## src/rtl/regfile_alu_pipe.sv

```systemverilog
// Two-stage register file + ALU execute datapath with same-cycle operand bypass.
// Define ZERO_REG_EN to hard-wire register 0 to zero.
module regfile_alu_pipe #(
    parameter int WIDTH = 32,
    parameter int AW    = 5,
    parameter int SW    = 5
) (
    input  logic             Clk,
    input  logic             Rst,
    input  logic             InValid,
    output logic             InReady,
    input  logic             Hold,
    input  logic [3:0]       Op,
    input  logic [AW-1:0]    RS1,
    input  logic [AW-1:0]    RS2,
    input  logic [AW-1:0]    RD,
    input  logic             WbEn,
    input  logic [SW-1:0]    ShAmt,
    output logic             OutValid,
    output logic [WIDTH-1:0] Result,
    output logic             Zero,
    output logic             Ovf,
    output logic             OvfSticky,
    input  logic             ClrOvf,
    output logic             Illegal,
    input  logic [AW-1:0]    DbgAddr,
    output logic [WIDTH-1:0] DbgData
);
    localparam int NREG = 2 ** AW;

    localparam logic [3:0] OP_ADD = 4'd0;
    localparam logic [3:0] OP_SUB = 4'd1;
    localparam logic [3:0] OP_AND = 4'd2;
    localparam logic [3:0] OP_OR  = 4'd3;
    localparam logic [3:0] OP_SLL = 4'd4;
    localparam logic [3:0] OP_SRL = 4'd5;
    localparam logic [3:0] OP_SRA = 4'd6;
    localparam logic [3:0] OP_SGT = 4'd7;
    localparam logic [3:0] OP_SLT = 4'd8;
    localparam logic [3:0] OP_XOR = 4'd9;

    logic [WIDTH-1:0] regs [NREG];

    logic             s1_valid;
    logic [3:0]       s1_op;
    logic [AW-1:0]    s1_rd;
    logic             s1_wb;
    logic [SW-1:0]    s1_sh;
    logic [WIDTH-1:0] s1_a;
    logic [WIDTH-1:0] s1_b;

    logic [WIDTH-1:0] alu_res;
    logic             alu_ovf;
    logic             alu_ill;
    logic [WIDTH-1:0] sum;
    logic [WIDTH-1:0] diff;

    logic [WIDTH-1:0] arr1;
    logic [WIDTH-1:0] arr2;
    logic [WIDTH-1:0] opa;
    logic [WIDTH-1:0] opb;
    logic             rd_ok;
    logic             byp_ok;
    logic             wr_en;

    assign InReady = ~Hold;

`ifdef ZERO_REG_EN
    assign arr1    = (RS1 == '0) ? '0 : regs[RS1];
    assign arr2    = (RS2 == '0) ? '0 : regs[RS2];
    assign DbgData = (DbgAddr == '0) ? '0 : regs[DbgAddr];
    assign rd_ok   = (s1_rd != '0);
`else
    assign arr1    = regs[RS1];
    assign arr2    = regs[RS2];
    assign DbgData = regs[DbgAddr];
    assign rd_ok   = 1'b1;
`endif

    // "Writing" means the s1 op will actually commit to the array.
    assign byp_ok = s1_valid & s1_wb & ~alu_ill & rd_ok;
    assign opa    = (byp_ok && RS1 == s1_rd) ? alu_res : arr1;
    assign opb    = (byp_ok && RS2 == s1_rd) ? alu_res : arr2;
    assign wr_en  = byp_ok & ~Hold;

    assign sum  = s1_a + s1_b;
    assign diff = s1_a - s1_b;

    always_comb begin
        alu_res = '0;
        alu_ovf = 1'b0;
        alu_ill = 1'b0;
        case (s1_op)
            OP_ADD: begin
                alu_res = sum;
                alu_ovf = (s1_a[WIDTH-1] == s1_b[WIDTH-1]) &
                          (sum[WIDTH-1] != s1_a[WIDTH-1]);
            end
            OP_SUB: begin
                alu_res = diff;
                alu_ovf = (s1_a[WIDTH-1] != s1_b[WIDTH-1]) &
                          (diff[WIDTH-1] != s1_a[WIDTH-1]);
            end
            OP_AND: alu_res = s1_a & s1_b;
            OP_OR:  alu_res = s1_a | s1_b;
            OP_SLL: alu_res = s1_a << s1_sh;
            OP_SRL: alu_res = s1_a >> s1_sh;
            OP_SRA: alu_res = $unsigned($signed(s1_a) >>> s1_sh);
            OP_SGT: alu_res[0] = ($signed(s1_a) > $signed(s1_b));
            OP_SLT: alu_res[0] = ($signed(s1_a) < $signed(s1_b));
            OP_XOR: alu_res = s1_a ^ s1_b;
            default: alu_ill = 1'b1;
        endcase
    end

    always_ff @(posedge Clk) begin
        if (Rst) begin
            for (int i = 0; i < NREG; i++) regs[i] <= '0;
            s1_valid  <= 1'b0;
            s1_op     <= '0;
            s1_rd     <= '0;
            s1_wb     <= 1'b0;
            s1_sh     <= '0;
            s1_a      <= '0;
            s1_b      <= '0;
            OutValid  <= 1'b0;
            Result    <= '0;
            Zero      <= 1'b0;
            Ovf       <= 1'b0;
            Illegal   <= 1'b0;
            OvfSticky <= 1'b0;
        end else begin
            if (!Hold) begin
                s1_valid <= InValid;
                if (InValid) begin
                    s1_op <= Op;
                    s1_rd <= RD;
                    s1_wb <= WbEn;
                    s1_sh <= ShAmt;
                    s1_a  <= opa;
                    s1_b  <= opb;
                end
                OutValid <= s1_valid;
                if (s1_valid) begin
                    Result  <= alu_res;
                    Zero    <= (alu_res == '0);
                    Ovf     <= alu_ovf;
                    Illegal <= alu_ill;
                end
                if (wr_en) regs[s1_rd] <= alu_res;
            end else begin
                OutValid <= 1'b0;
            end
            if (ClrOvf) OvfSticky <= 1'b0;
            else if (!Hold && s1_valid && alu_ovf) OvfSticky <= 1'b1;
        end
    end
endmodule

```

## config.mk

```make
export PLATFORM = sky130hd
export DESIGN_NAME = regfile_alu_pipe
export DESIGN_NICKNAME = d
export VERILOG_FILES = /design/src/rtl/regfile_alu_pipe.sv
export SDC_FILE = /design/constraint.sdc
export NUM_CORES = 2
export LEC_CHECK = 0
export CAP_MARGIN = 20
export CELL_PAD_IN_SITES_DETAIL_PLACEMENT = 0
export CELL_PAD_IN_SITES_GLOBAL_PLACEMENT = 1
export CORE_UTILIZATION = 50
export DETAILED_ROUTE_END_ITERATION = 8
export PLACE_DENSITY_LB_ADDON = 0.1
export SLEW_MARGIN = 20
export SYNTH_ARGS = -nofsm -noshare
export SYNTH_HDL_FRONTEND = slang
export SYNTH_SLANG_ARGS = --single-unit
```

## constraint.sdc

```tcl
create_clock -name Clk -period 10.62 [get_ports Clk]
set_input_delay 1.062 -clock Clk [delete_from_list [all_inputs] [get_ports Clk]]
set_output_delay 1.062 -clock Clk [all_outputs]
set_load 0.01 [all_outputs]
```

Word level (Yosys, flattened, before mapping)
Memory sizes are Yosys's and may differ from the RTL's. A register that Yosys moved wholly into a read port is not among the register bits.
Index checks and enable logic that the tools add are counted.
- memories kept: 1
- output and inout bits: 70
- memory bits (writable): 1024
- word-level logic and storage cells: 65
- register bits: 53
- input bits: 35
- memory list (memory ; words ; bits a word ; read ports ; clocked after Yosys merged registers in ; write ports ; RTL line ; source):
    regs ; 32 ; 32 ; 3 ; 2 ; 32 ; 42 ; logic [WIDTH-1:0] regs [NREG];
- shifts and indexed selects: 3
- equal/unequal tests: 13
- bitwise gates (word level): 9
- mux-type cells: 13
- $lt $le $gt $ge: 2
- add/subtract/negate cells: 2
- reductions and logical operators: 11
- operators by type and width (cell ; count):
    31-bit case mux with 8 select lines ; 1
    32-bit adder ; 1
    32-bit AND ; 1
    32-bit > comparator ; 1
    32-bit logical NOT ; 1
    32-bit less-than comparator ; 1
    32-bit 2-to-1 mux ; 1
    32-bit OR ; 1
    32-bit OR reduction ; 1
    32-bit by 5-bit left shift with 32-bit output ; 1
    32-bit by 5-bit right shift with 32-bit output ; 1
    32-bit by 5-bit >>> shifter with 32-bit output ; 1
    32-bit subtractor ; 1
    32-bit XOR ; 1
    4-bit by 3-bit == test with 1-bit output (second input constant) ; 4
    1-bit case mux with 10 select lines ; 1
    10-bit OR reduction ; 1
    4-bit by 2-bit == test with 1-bit output (second input constant) ; 2
    4-bit == test (second input constant) ; 2
    1-bit 2-to-1 mux ; 8
    1-bit AND ; 5
    5-bit 2-to-1 mux ; 1
    4-bit by 1-bit == test with 1-bit output (second input constant) ; 1
    4-bit logical NOT ; 1
    8 further kinds ; 13

Logic depth before layout (Yosys ltp)
- depth after elaboration: 10
- depth in mapped cells: 16
- mapped depth without buffers: 15

Worst setup path before layout
No wires, ideal clock.
- kind: input-to-output
- start point: input DbgAddr[0]
- end point: output DbgData[0]
- arrival: 3.497 ns
- cell stages on the path: 6
- path slack: 6.061 ns
- data required time: 9.558 ns
- buffers on the path: 3
- cells stage by stage: clkbuf_1 > buf_1 > buf_1 > mux4_2 > mux4_2 > mux2_2
- longest elaborated chain between the ends: 1
- ends and longest elaborated chain (item ; RTL line ; source):
    start: declaration ; 26 ; input logic [AW-1:0] DbgAddr,
    memory read 32 x 32 bit ; -- ;
    end: declaration ; 27 ; output logic [WIDTH-1:0] DbgData
No other way between the ends.

Worst setup path after layout
- start point: register s1_sh[1]
- end point: register Zero
- longest elaborated chain between the ends: 3
- elaborated cells between the ends (all ways): 6
- classes of those cells: shift (3); mux (2); reduce/logical (1)
- ends and longest elaborated chain (item ; RTL line ; source):
    start: declaration ; 48 ; logic [SW-1:0] s1_sh;
    start signal: assignment ; 139 ; s1_sh <= ShAmt;
    32-bit by 5-bit >>> shifter with 32-bit output (tied with other cells) ; 108 ; OP_SRA: alu_res = $unsigned($signed(s1_a) >>> s1_sh);
    1-bit case mux with 10 select lines or 31-bit case mux with 8 select lines (tied branches) ; 93 ; case (s1_op)
    32-bit logical NOT (*) ; 146 ; Zero <= (alu_res == '0);
    end signal: assignment ; 146 ;
    end: declaration ; 21 ; output logic Zero,
Mark *: on every way between the ends. The rest lies on a longest branch, timed or not.
A chain may end at the register's enable or synchronous reset.

==> metrics.md <==
| Metric | Value |
|---|---|
| Fmax | 0.1759 GHz |
| Post-synth top cells | 1301 x nor2_1, 1025 x mux4_2, 1024 x edfxtp_1 |
| Number of synthesized flops with an enable pin | 1024 |
| Share of the synthesized area in the top cell type | 41.29% |
| Reg2reg path depth | 13 |
| Final Max Tran Viols | 0 |
| Synth Area per Inst | 13.22 um^2 |
| CTS resizes | 0 |
| CTS Sinks | 1141 |
| Hold Vio Cnt, Final | 0 |
| Worst r2r dst | Zero |
| Max stage delay on crit path | 980 ps |
| Share of cells above drive strength 1 | 29.46% |
| Max Cap Violations | 0 |
| Num CTS Buffers | 137 |
| GR Overflow Total | 0 |
| Rel. slew slack | 14.32% |
| Slowest CP cell | and3_2 |
| Post-route cell area | 0.08165 mm^2 |
| Gpl congestion | 1.020 |
| Final core occ | 55.23% |
| Yosys cell types | 101 |
| Status | finished clean |
| WL per Instance | 40.23 um |
| R2r setup slk | 4930 ps |
| CTS H-tree depth | 4 |
| Crit path capture type | register |
| Worst-margin pin slew | 1272 ps |
| Postcts setup bufs | 0 |
| Worst Skew | 35.90 ps |
| Post-synth top area cell | edfxtp_1 |
| Hold WC Path Type | reg2reg |
| Setup TNS | 0 ps |
| Initial core utilization | 50.37% |
| Synth Net Count | 5770 |
| Area Overhead vs Synth | 9.633% |
| Dpl ws | 4814 ps |
| Fin crit share | 53.54% |
| Row count | 141 |
| FF+latch count, synth | 1141 |
| Fraction of registers with async set/reset | 0% |
| Worst-Skew Late Latency | 780 ps |
| Synth Warn # | 0 |
| Hold-critical path depth | 2 |
| PD cells | 151.6 mW/mm^2 |
| DP HPWL | 174.0 mm |
| Syn Inst Count | 5634 |
| Global-route usage over all layers | 39.59% |
| Peak supply drop | 134.0 uV |
| Clock root buffer | clkbuf_16 |
| Clk buf depth | 3 |
| DP Area | 0.07710 mm^2 |
| Top cells by area, synth | edfxtp_1 41%, mux4_2 31%, nor2_1 6.6%, dfxtp_1 3.1%, clkbuf_1 2.5% |
| Pleak | 26.66 nW |
| HP Start | s1_wb |
| Count leader, synth | nor2_1 |
| Die area | 0.1505 mm^2 |
| Via count | 55370 |
| CP cell instances | buf_4 > buf_4 > mux2i_1 > mux2_2 > a2bb2oi_1 > a211oi_1 > a2111oi_0 > and3_2 > and4_1 > nand4_1 > and4b_1 > nand4_1 > o21ai_1 |
| Die width | 387.9 um |
| DIE HEIGHT | 387.9 um |
| Min cycle time layout | 5686 ps |
| Crit path max fanout | 47 |
| WHS Endpoint | s1_wb |
| CTS tree | done |
| Critical path origin | s1_sh[1] |
| Vias in the first global route | 53320 |
| Synthesized area | 0.07447 mm^2 |
| IO Count | 105 |
| Detailed-router iteration count before antenna repair | 6 |
| Post-route DRC | 0 |
| DR iter-0 viols | 8717 |
| CTS Hold Bufs | 0 |
| Vias/cell | 7.457 |
| Req. time, crit path | 11300 ps |
| Port Buffer Count | 104 |
| Critical path class | reg2reg |
| Final net count | 5519 |
| Pwr Total | 12.37 mW |
| CTS clk-pin slew, worst paths | 60 ps |
| Core area | 0.1478 mm^2 |
| Top_reg_cell synth | edfxtp_1 |
| Final wirelength | 298.7 mm |
| Worst setup SP type | register |
| Initial antenna violation count | 15 |
| First-pass GRT wire length | 416.1 mm |
| R2R Path Start | s1_sh[1] |
| Sequential share of the synthesized area | 44.43% |
| PnR worst setup slack | 4934 ps |
| Unrepaired setup endpoints after global routing | no |
| Remaining antenna violation count | 0 |
| Largest net degree at the start of global routing | 138 |
| Final Setup Violations | 0 |
| Worst endpoint data arrival time | 6370 ps |
## layout by cell type, fill, tap and decap left out, types with 15 or more instances in the layout
master / netlist / layout
a21oi_1: 169 / 165
nand2_1: 210 / 145
nor4_1: 17 / 17
buf_4: 11 / 138
o21ai_0: 73 / 72
o22ai_1: 20 / 19
clkbuf_1: 492 / 22
a22oi_1: 15 / 15
o31ai_1: 21 / 21
clkinv_2: 0 / 19
mux2i_1: 62 / 62
clkinv_1: 3 / 31
a211o_1: 17 / 17
nor3_1: 56 / 50
a21o_1: 19 / 19
nor2_1: 1301 / 1298
nand2_4: 0 / 25
ha_1: 99 / 99
nand3_1: 32 / 32
inv_1: 100 / 100
edfxtp_1: 1024 / 1024
mux2_2: 113 / 113
dfxtp_1: 117 / 112
a211oi_1: 114 / 113
nand4_1: 18 / 18
mux4_2: 1025 / 1025
nand2_2: 0 / 40
clkdlybuf4s50_1: 0 / 88
nor2b_1: 19 / 18
o211ai_1: 30 / 30
clkbuf_16: 0 / 140
xnor2_1: 16 / 16
## layer usage
metal | wire length [um] | GRT usage [%] | vias to the layer above
met3 | 40570 | 12.09 | 909
met4 | 20140 | 21.85 | 8
met5 | 48 | 0 | -
li1 | - | - | 21650
met2 | 134000 | 59.49 | 4385
met1 | 104000 | 51.48 | 28420
## where the power goes
part           switching (mW)  internal, mW
clock                    2.02          2.78
sequential              0.152          5.04
combinational            1.47         0.904
## sequential cells by signal, indices dropped and copies added (netlist names), 4 cells and up
name / count
s1_op: 4
s1_sh: 5
Result: 32
s1_b: 32
s1_a: 32
s1_rd: 5
regs: 1024
## worst max path at each step
| stage | endpoint | slack (ps) | depth (start not counted) |
|---|---|---|---|
| 2_1_floorplan | DbgData[0] | 6060 | 6 |
| 3_3_place_gp | regs[9][20] | 4390 | 10 |
| 3_5_place_dp | regs[10][19] | 4810 | 10 |
| 4_1_cts | Zero | 4990 | 13 |
| 5_1_grt | Zero | 4630 | 13 |
| 6_report | Zero | 4930 | 13 |
## critical path, delay by kind of cell, from the launching register on
| family | cells | cell delay, ps |
|---|---|---|
| flops | 1 | 840 |
| mux | 2 | 580 |
| buf+inv | 2 | 870 |
| compound gates | 4 | 1320 |
| simple gates | 5 | 1930 |
## through the flow
step	instances	hold WS, ps
4_1_cts	7421	458.1
5_1_grt	7422	497.8
2_1_floorplan	5634	431.9
6_report	7426	457.0
3_5_place_dp	7173	452.3
3_3_place_gp	7173	440.9
## logic make-up (layout without fill, tap and decap cells)
| kind of cell | count (synthesis) | count (layout) | synth area share (%) |
|---|---|---|---|
| adder cells (fa/ha/maj) | 101 | 101 | 1.717 |
| multiplexers | 1202 | 1202 | 33.57 |
| XOR/XNOR | 22 | 22 | 0.2587 |
| buffers and inverters | 743 | 601 | 3.928 |
| flip-flops | 1141 | 1141 | 44.43 |
| AND/OR/NAND/NOR | 1754 | 1754 | 9.679 |
| AO/OA/AOI/OAI | 671 | 671 | 6.414 |
| other | 0 | 4 | 0 |
## cell type report
type	instances	area (um^2)
Clock buffer	167	3655
Fill cell	12150	66190
Timing Repair Buffer	245	2226
Clock inverter	81	863.3
Inverter	108	406.6
Tap cell	1930	2415
Antenna cell	4	10.01
Sequential cell	1141	33110
Multi-Input combinational cell	3750	38970
No activity file was read; power rests on OpenSTA's default activity.
